### src/rtl/cache_encoder_128_7_pkg.sv
// Shared widths and the per-group result record for the 128-line priority encoder.
package cache_encoder_128_7_pkg;
    localparam int LINES  = 128;
    localparam int IDX_W  = 7;
    localparam int GRP_W  = 16;
    localparam int NGRP   = 8;
    localparam int LIDX_W = 4;
    localparam int GSEL_W = IDX_W - LIDX_W;

    typedef struct packed {
        logic              any;
        logic [LIDX_W-1:0] idx;
        logic              multi;
    } grp_res_t;
endpackage

### src/rtl/cache_encoder_128_7_enc16.sv
// 16-bit lowest-set-bit encoder: reports any-set, lowest index and more-than-one-set.
module encoder_16_4
    import cache_encoder_128_7_pkg::*;
(
    input  logic [GRP_W-1:0] vec_i,
    output grp_res_t         res_o
);

    always_comb begin
        res_o       = '0;
        res_o.any   = |vec_i;
        // Clearing the lowest set bit leaves something only if two or more were set.
        res_o.multi = |(vec_i & (vec_i - GRP_W'(1)));
        for (int i = GRP_W - 1; i >= 0; i--) begin
            if (vec_i[i]) begin
                res_o.idx = LIDX_W'(i);
            end
        end
    end

endmodule

### src/rtl/cache_encoder_128_7.sv
// Two-stage valid/ready priority encoder: 128-bit match vector -> lowest index, hit, multi.
module cache_encoder_128_7
    import cache_encoder_128_7_pkg::*;
(
    input  logic             clk,
    input  logic             rst_n,
    input  logic             in_valid,
    output logic             in_ready,
    input  logic [LINES-1:0] in_lines,
    output logic             out_valid,
    input  logic             out_ready,
    output logic [IDX_W-1:0] out_index,
    output logic             out_hit,
    output logic             out_multi
);

    grp_res_t [NGRP-1:0] grp_d;
    grp_res_t [NGRP-1:0] grp_q;
    logic                s1_valid_q;
    logic                out_valid_q;
    logic [IDX_W-1:0]    out_index_q, out_index_d;
    logic                out_hit_q, out_hit_d;
    logic                out_multi_q, out_multi_d;
    logic [NGRP-1:0]     any_vec;
    logic                grp_multi;
    logic                s1_load, s2_load;

    for (genvar g = 0; g < NGRP; g++) begin : g_enc
        encoder_16_4 u_enc (
            .vec_i (in_lines[g*GRP_W +: GRP_W]),
            .res_o (grp_d[g])
        );
    end

    assign s2_load  = !out_valid_q || out_ready;
    assign s1_load  = !s1_valid_q || s2_load;
    assign in_ready = s1_load;

    always_comb begin
        any_vec     = '0;
        grp_multi   = 1'b0;
        out_index_d = '0;
        for (int g = NGRP - 1; g >= 0; g--) begin
            any_vec[g] = grp_q[g].any;
            grp_multi  = grp_multi | grp_q[g].multi;
            if (grp_q[g].any) begin
                out_index_d = {GSEL_W'(g), grp_q[g].idx};
            end
        end
        out_hit_d   = |any_vec;
        out_multi_d = grp_multi | (|(any_vec & (any_vec - NGRP'(1))));
    end

    // S1: per-group encoder results
    always_ff @(posedge clk or negedge rst_n) begin
        if (!rst_n) begin
            s1_valid_q <= 1'b0;
            grp_q      <= '0;
        end else if (s1_load) begin
            s1_valid_q <= in_valid;
            if (in_valid) begin
                grp_q <= grp_d;
            end
        end
    end

    // S2: combined result held until the consumer takes it
    always_ff @(posedge clk or negedge rst_n) begin
        if (!rst_n) begin
            out_valid_q <= 1'b0;
            out_index_q <= '0;
            out_hit_q   <= 1'b0;
            out_multi_q <= 1'b0;
        end else if (s2_load) begin
            out_valid_q <= s1_valid_q;
            if (s1_valid_q) begin
                out_index_q <= out_index_d;
                out_hit_q   <= out_hit_d;
                out_multi_q <= out_multi_d;
            end
        end
    end

    assign out_valid = out_valid_q;
    assign out_index = out_index_q;
    assign out_hit   = out_hit_q;
    assign out_multi = out_multi_q;

endmodule

### config.mk
export PLATFORM = sky130hd
export DESIGN_NAME = cache_encoder_128_7
export DESIGN_NICKNAME = d
export VERILOG_FILES = /design/src/rtl/cache_encoder_128_7_pkg.sv /design/src/rtl/cache_encoder_128_7_enc16.sv /design/src/rtl/cache_encoder_128_7.sv
export SDC_FILE = /design/constraint.sdc
export NUM_CORES = 1
export LEC_CHECK = 0
export CAP_MARGIN = 20
export CORE_ASPECT_RATIO = 1.75
export CORE_UTILIZATION = 70
export CTS_CLUSTER_SIZE = 30
export DETAILED_ROUTE_END_ITERATION = 12
export DONT_BUFFER_PORTS = 1
export PLACE_DENSITY = 0.86
export SLEW_MARGIN = 15
export SYNTH_ARGS = -nofsm -noshare
export SYNTH_HDL_FRONTEND = slang
export SYNTH_SLANG_ARGS = --single-unit
### constraint.sdc
create_clock -name clk -period 3.3 [get_ports clk]
set_clock_uncertainty 0.2 [all_clocks]
set_input_delay 0.165 -clock clk [delete_from_list [all_inputs] [get_ports clk]]
set_output_delay 0.165 -clock clk [all_outputs]
set_load 0.02 [all_outputs]
==> flow_summary.toml, run 1 <==
[status]
status = "stopped before the end"
stop_stage = "global routing"
error_line = "[ERROR GRT-0116] Global routing finished with congestion. Check the congestion regions in the DRC Viewer."

[die]
dieWidth_um = 64.9
rows = 39
die_h_um = 112
start_util = 0.736
boundaryPins = 143

[global_route]
grt_overflow = 33
grt_pass1_vias = 8071
grt_use_total = 0.736
grt_pass1_wl_mm = 41.0
grt_max_degree = 60

[yosys]
synth_common_cells = "nor2_1 (98), dfrtp_1 (59), nand2_1 (59)"
synth_cell_types = 52
async_flop_share = 1.00
synth_enable_flop_cells = 0
yosys_warnings = 0
synth-seq-area-share = 0.305
yosysTopAreaCell = "dfrtp_1"
synth.top_cell.area_share = 0.305
syn_area_sq_um = 4850
synth_top_flop_cell = "dfrtp_1"
syn-num-nets = 785
synth_cells = 653
yosysMostFrequentCell = "nor2_1"
ys_seq_elements = 59
syn_area_per_cell_sq_um = 7.42
synth.area.top_cells = "dfrtp_1 (30%), nor2_1 (7.6%), o21ai_0 (5.2%), nor3_1 (5.1%), nand2_1 (4.6%)"

[clock_network]
cts_buffers = 9
htreeDepth = 3
cts_buffer_depth = 2
root_buffer = "clkbuf_16"
clock-sinks = 59
ctsResizeCount = 0

[placement]
port-buffer-count = 0
routabilityCongestion = 0.905
hpwl_mm = 9.67
-- repair_timing --
item | 4_1_cts
hold endpoints to repair | 105
setup buffers | 0
hold buffers | 117
-- logic make-up after synthesis --
logic type / Yosys count / synth area share
adder cells (fa/ha/maj): 12 / 0.0248
multiplexers: 1 / 0.00232
buffers and inverters: 44 / 0.0343
AND/OR/NAND/NOR: 310 / 0.312
flip-flops: 59 / 0.305
AO/OA/AOI/OAI: 227 / 0.322
-- layer usage --
layer | GRT overflow | GRT usage
met5 | 0 | 0.0147
met4 | 13 | 0.769
met3 | 1 | 0.517
met2 | 19 | 0.959
met1 | 0 | 0.717
-- through the flow --
| step | hold WS (ns) | worst slack (ns) | cell area, sq um | cells | util |
|---|---|---|---|---|---|
| 2_1_floorplan | -0.331 | 0.828 | 4850 | 653 | - |
| 4_1_cts | 0.00132 | 0.0321 | 6380 | 851 | 0.968 |
| 3_5_place_dp | -0.330 | 0.724 | 4900 | 718 | 0.743 |
| 3_3_place_gp | -0.329 | 0.822 | 4900 | 718 | 0.743 |
==> run 2, diff against run 1 <==
- CORE_ASPECT_RATIO: 1.75 -> unset
- CORE_UTILIZATION: 70 -> 40
- CTS_CLUSTER_SIZE: 30 -> unset
- PLACE_DENSITY: 0.86 -> unset
- PLACE_DENSITY_LB_ADDON: unset -> 0.15
==> run 2 against run 1 <==
  * The flow now finishes, with violations (DRC, hold timing)
  * Synthesized cell count stayed put
  * Area after synthesis is the same
==> flow_summary.toml, run 2 <==
[status]
status = "finished, violations left"
failed_checks = "DRC, hold timing"

[die]
rows = 39
core_sq_um = 11600
start_util = 0.417
die_area_sq_um = 12600
die_h_um = 112
dieWidth_um = 112
boundaryPins = 143

[global_route]
grt_overflow = 0
grt_use_total = 0.244
grt_pass1_wl_mm = 25.3
antenna_found_initial = 0
grt_pass1_vias = 5502
grt_max_degree = 60

[route]
wl_per_cell_um = 16.6
drcViolationCount = 9
dr_total_vias = 5526
dr.pass1.iters = 9
drt_iter0_drc = 350
routed_wl_mm = 15.0
final_antenna_net_count = 0
viasPerCell = 6.11

[worst_hold_path]
holdCritPathClass = "input pin to register"

[yosys]
async_flop_share = 1.00
yosysTopAreaCell = "dfrtp_1"
synth.area.top_cells = "dfrtp_1 (30%), nor2_1 (7.6%), o21ai_0 (5.2%), nor3_1 (5.1%), nand2_1 (4.6%)"
synth_common_cells = "nor2_1 (98), dfrtp_1 (59), nand2_1 (59)"
yosys_warnings = 0
yosysMostFrequentCell = "nor2_1"
syn_area_per_cell_sq_um = 7.42
synth_enable_flop_cells = 0
synth_cell_types = 52
synth_top_flop_cell = "dfrtp_1"
synth_cells = 653
syn-num-nets = 785
synth-seq-area-share = 0.305
syn_area_sq_um = 4850
ys_seq_elements = 59
synth.top_cell.area_share = 0.305

[worst_setup_path]
critPathSlowestCell = "dlygate4sd3_1"
reg2reg_depth = 7
crit_end = "grp_q[30]"
reg2reg_to = "grp_q[18]"
r2r-start = "out_valid"
startpoint_type = "input pin"
required_ns = 3.31
slowest_delay_ns = 0.59
path_class = "input pin to register"
worstPathArrival_ns = 3.21
end_kind = "register"
crit_fanout = 5
critPathLaunch = "in_lines[81]"
crit_top_cell = "dlygate4sd3_1"
path_cells = "dlygate4sd3_1, nor3_2, nand2b_1, or3_4, o22ai_1, dlygate4sd3_1, nand3_1, dlygate4sd3_1, o32a_1"
r2r_slack_ns = 0.14

[pwr]
irDropWorstVdd_mv = 0.240
cellLeakagePower_nw = 2.25
powerDensity_nw_per_um2 = 326

[sta]
finalCritPeriodShare = 0.971
slew_viol_final = 0
worst_slack_ns = 0.0960
whs_ns = -0.0120
timing_hold_violations_final = 2
tightestPinTransition_ns = 0.549
setup_viol = 0
fmax_mhz = 312
tns_ns = 0
max_slew_margin = 0.633
fin_crit_ns = 3.20

[layout]
regArea_sq_um = 1480
drive_above_1_share = 0.0381
regMostFlops = "grp_q"
layout_commonest_cell = "dlygate4sd3_1"
largest_reg_flops = 40
multiInputGateArea_sq_um = 3230
instances_no_fill = 904
diodes = 0
nets = 888
nFillCells = 1115
syn2layout_area_growth_pct = 31.8
layout_common_cells = "dlygate4sd3_1 (107), nor2_1 (98), dfrtp_1 (59)"
final_area_sq_um = 6380

[placement]
hpwl_mm = 10.5
dp_slack_ns = 0.742
port-buffer-count = 0
dpl_cell_area_sq_um = 4980
routabilityCongestion = 0.844
placed_cells = 780

[clock_network]
cts.reportedPaths.clkPinSlew_ns = 0.05
htreeDepth = 3
cts_tree = "built"
clock-sinks = 59
insertion_delay_ns = 0.32
cts_buffer_depth = 2
root_buffer = "clkbuf_16"
cts_buffers = 9

[run]
timing.max_cap.violations = 0
[run 2: area by class of cell]
cell class / count / share of cell area
tap: 143 / 0.0280
clock inverter: 2 / 0.00157
inverter: 24 / 0.0141
multi-input combinational: 550 / 0.506
clock buffer: 14 / 0.0413
sequential: 59 / 0.231
timing repair buffer: 112 / 0.177
[run 2: power by group]
group	leakage, nW	switching [mW]	internal (mW)
combinational	1.40	0.186	0.203
clock	0.137	0.305	0.546
sequential	0.715	0.0685	0.774
total	2.25	0.559	1.52
[run 2: cells by family (layout without fill, tap and decap cells)]
kind of cell	count (synthesis)	count (layout)	synth area share
AOI/OAI and AO/OA	227	227	0.322
adders and majority gates	12	12	0.0248
buffers and inverters	44	152	0.0343
DFF	59	59	0.305
muxes	1	1	0.00232
and+or+nand+nor	310	310	0.312
[run 2: how the worst min path moves through the flow]
stage	cells past startpoint	from	to	slack, ns
2_1_floorplan	0	rst_n	any_vec[0]	-0.33
3_3_place_gp	0	rst_n	grp_q[12]	-0.33
3_5_place_dp	0	rst_n	out_valid	-0.33
4_1_cts	4	in_lines[57]	any_vec[3]	0.0001
5_1_grt	4	in_lines[52]	any_vec[3]	0.02
6_report	3	in_lines[80]	grp_q[31]	-0.01
[run 2: what timing repair did]
action | CTS | global route
hold buffers | 108 | 0
endpoints found under the setup margin | 0 | 3
gates resized for setup | 0 | 6
endpoints found under the hold margin | 105 | 0
buffers inserted | 0 | 0
[run 2: stage by stage]
step	power, mW	utilization
6_report	2.08	0.550
3_5_place_dp	1.12	0.429
5_1_grt	2.19	0.550
3_3_place_gp	1.11	0.429
4_1_cts	2.09	0.547
2_1_floorplan	1.05	-
[run 2: layer usage]
| layer | vias to the layer above | track usage | part of all wire |
|---|---|---|---|
| met5 | - | 0 | 0 |
| met1 | 2576 | 0.324 | 0.45 |
| met3 | 23 | 0.0567 | 0.070 |
| met2 | 177 | 0.404 | 0.46 |
| li1 | 2750 | - | - |
| met4 | 0 | 0.0578 | 0.015 |
[run 2: worst max-delay path, delay by kind of cell]
kind | cells | cell delay [ns]
compound gates | 2 | 0.45
buf+inv | 3 | 1.72
simple gates | 4 | 0.88
Note: power is estimated with default switching activity, not from simulation.
==> run 3, diff against run 2 <==
- clock period: 3.3 -> 3.1 ns (I/O delays scaled with it)
==> run 3 against run 2 <==
  * The run still ends with DRC, hold timing left
  * Setup slack improved by 0.016 ns
  * Via count rose by 2.9%
  * Wire length rose by 0.57%
  * Cell count rose by 1.1%
  * Worst hold slack improved by 0.0070 ns
  * Clock power rose by 2%
  * Clock-buffer cell count fell by 2
==> flow_summary.toml, run 3 (synthesis results as in run 2) <==
[layout]
largest_reg_flops = 40
drive_above_1_share = 0.0350
nets = 899
layout_common_cells = "dlygate4sd3_1 (118), nor2_1 (98), dfrtp_1 (59)"
final_core_util = 0.557
syn2layout_area_growth_pct = 33.5
nFillCells = 1091
regMostFlops = "grp_q"
layout_commonest_cell = "dlygate4sd3_1"
diodes = 0

[route]
dr_total_vias = 5685
dr.pass1.iters = 9
drcViolationCount = 9
final_antenna_net_count = 0
wl_per_cell_um = 16.5
drt_iter0_drc = 362
viasPerCell = 6.22
routed_wl_mm = 15.1

[worst_setup_path]
r2r-start = "out_valid"
end_kind = "register"
startpoint_type = "input pin"
path_cells = "dlygate4sd3_1, nor4_2, nand2b_1, a211oi_1, dlygate4sd3_1, nor2_1, dlygate4sd3_1, o32a_1"
reg2reg_to = "grp_q[12]"
path_delay_family = "buffers and inverters"
crit_cells = 8
critPathSlowestCell = "dlygate4sd3_1"
path_class = "input pin to register"
worst-path-buf-inv = 3
slowest_delay_ns = 0.58
r2r_slack_ns = 0.33
crit_top_cell = "dlygate4sd3_1"
crit_fanout = 7
required_ns = 3.10
worstPathArrival_ns = 2.99
reg2reg_depth = 8

[sta]
rsz0062_at_grt = "false"
slew_viol_final = 0
tightestPinTransition_ns = 0.556
worst_slack_ns = 0.112
fmax_mhz = 335
timing_hold_violations_final = 1
whs_ns = -0.00500
finalCritPeriodShare = 0.964
fin_crit_ns = 2.99
tns_ns = 0
setup_viol = 0
max_slew_margin = 0.628

[die]
die_h_um = 112
die_area_sq_um = 12600
dieWidth_um = 112
boundaryPins = 143
core_sq_um = 11600
rows = 39
start_util = 0.417

[clock_network]
clock-sinks = 59
cts_buffer_depth = 2
cts_tree = "built"
cts_setup_buffers = 0
htreeDepth = 3
root_buffer = "clkbuf_16"
insertion_delay_ns = 0.32
cts_buffers = 9
cts.reportedPaths.clkPinSlew_ns = 0.05

[worst_hold_path]
holdCritPathClass = "input pin to register"
hold_path_end = "grp_q[27]"
worstHoldPathCells = 3
hold_start = "in_lines[68]"

[pwr]
power_mw = 2.19
intPower_mw = 1.60
cellLeakagePower_nw = 2.30
power.switching_uw = 589
irDropWorstVdd_mv = 0.302
powerDensity_nw_per_um2 = 339
p_seq_frac = 0.408
p_comb_frac = 0.197
power_frac_clock = 0.394
swShare = 0.268

[status]
status = "finished, violations left"
failed_checks = "DRC, hold timing"

[global_route]
grt_max_degree = 60
grt_pass1_wl_mm = 25.5
grt_pass1_vias = 5606
grt_use_total = 0.245
antenna_found_initial = 0
grt_overflow = 0

[run]
timing.max_cap.violations = 0

[placement]
hpwl_mm = 10.5
routabilityCongestion = 0.825
dp_slack_ns = 0.577
port-buffer-count = 0
## run 3: changes by cell type in the layout (fill, tap and decap cells not counted), moves of 2 or more
cell / previous run / this run
nor4_2: 0 / 3
or3_4: 2 / 0
dlygate4sd3_1: 107 / 118
nor4_1: 18 / 15
or3_1: 12 / 14
## run 3: area by class of cell
class / count / area [sq um] / area share
sequential: 59 / 1480 / 0.228
multi-input combinational: 550 / 3220 / 0.498
timing repair buffer: 123 / 1240 / 0.191
tap: 143 / 179 / 0.0277
inverter: 24 / 90.1 / 0.0139
clock buffer: 12 / 246 / 0.0381
clock inverter: 3 / 15.0 / 0.00232
## run 3: through the flow
step | cell area, sq um | cells
3_3_place_gp | 4980 | 780
3_5_place_dp | 4980 | 780
5_1_grt | 6470 | 914
6_report | 6470 | 914
4_1_cts | 6450 | 914
2_1_floorplan | 4850 | 653
## run 3: per-layer routing
metal  vias up  GRT usage  share of wire
met1      2674      0.319           0.45
met3        23     0.0605          0.075
met5         -          0              0
li1       2768          -              -
met2       220      0.410           0.46
met4         0     0.0596          0.015
## run 3: power groups by stage
stage          clock network, mW  logic [mW]  registers, mW
2_1_floorplan                  0       0.244          0.877
3_3_place_gp                   0       0.277          0.907
3_5_place_dp                   0       0.280          0.908
4_1_cts                    0.893       0.427          0.896
5_1_grt                    0.925       0.483          0.903
6_report                   0.865       0.432          0.896
## run 3: how the worst max path moves through the flow
stage                     end         start  slack [ns]
finish              grp_q[24]  in_lines[69]        0.11
global route        grp_q[24]  in_lines[69]       0.007
CTS                 grp_q[24]  in_lines[69]        0.14
detailed placement   grp_q[6]  in_lines[23]        0.58
global placement     grp_q[6]  in_lines[23]        0.62
floorplan            grp_q[6]  in_lines[23]        0.64
## run 3: timing repair
item                       in CTS  in global routing
hold buffers                  119                  0
hold endpoints to repair      107                  0
resized for setup               0                  3
setup endpoints to repair       0                  3
## run 3: worst reg2reg max path: cells and delay by family (launching register included)
family,cells,cell delay (ns)
compound gates,1,0.15
buf+inv,2,0.86
simple gates,5,0.99
flops,1,0.46
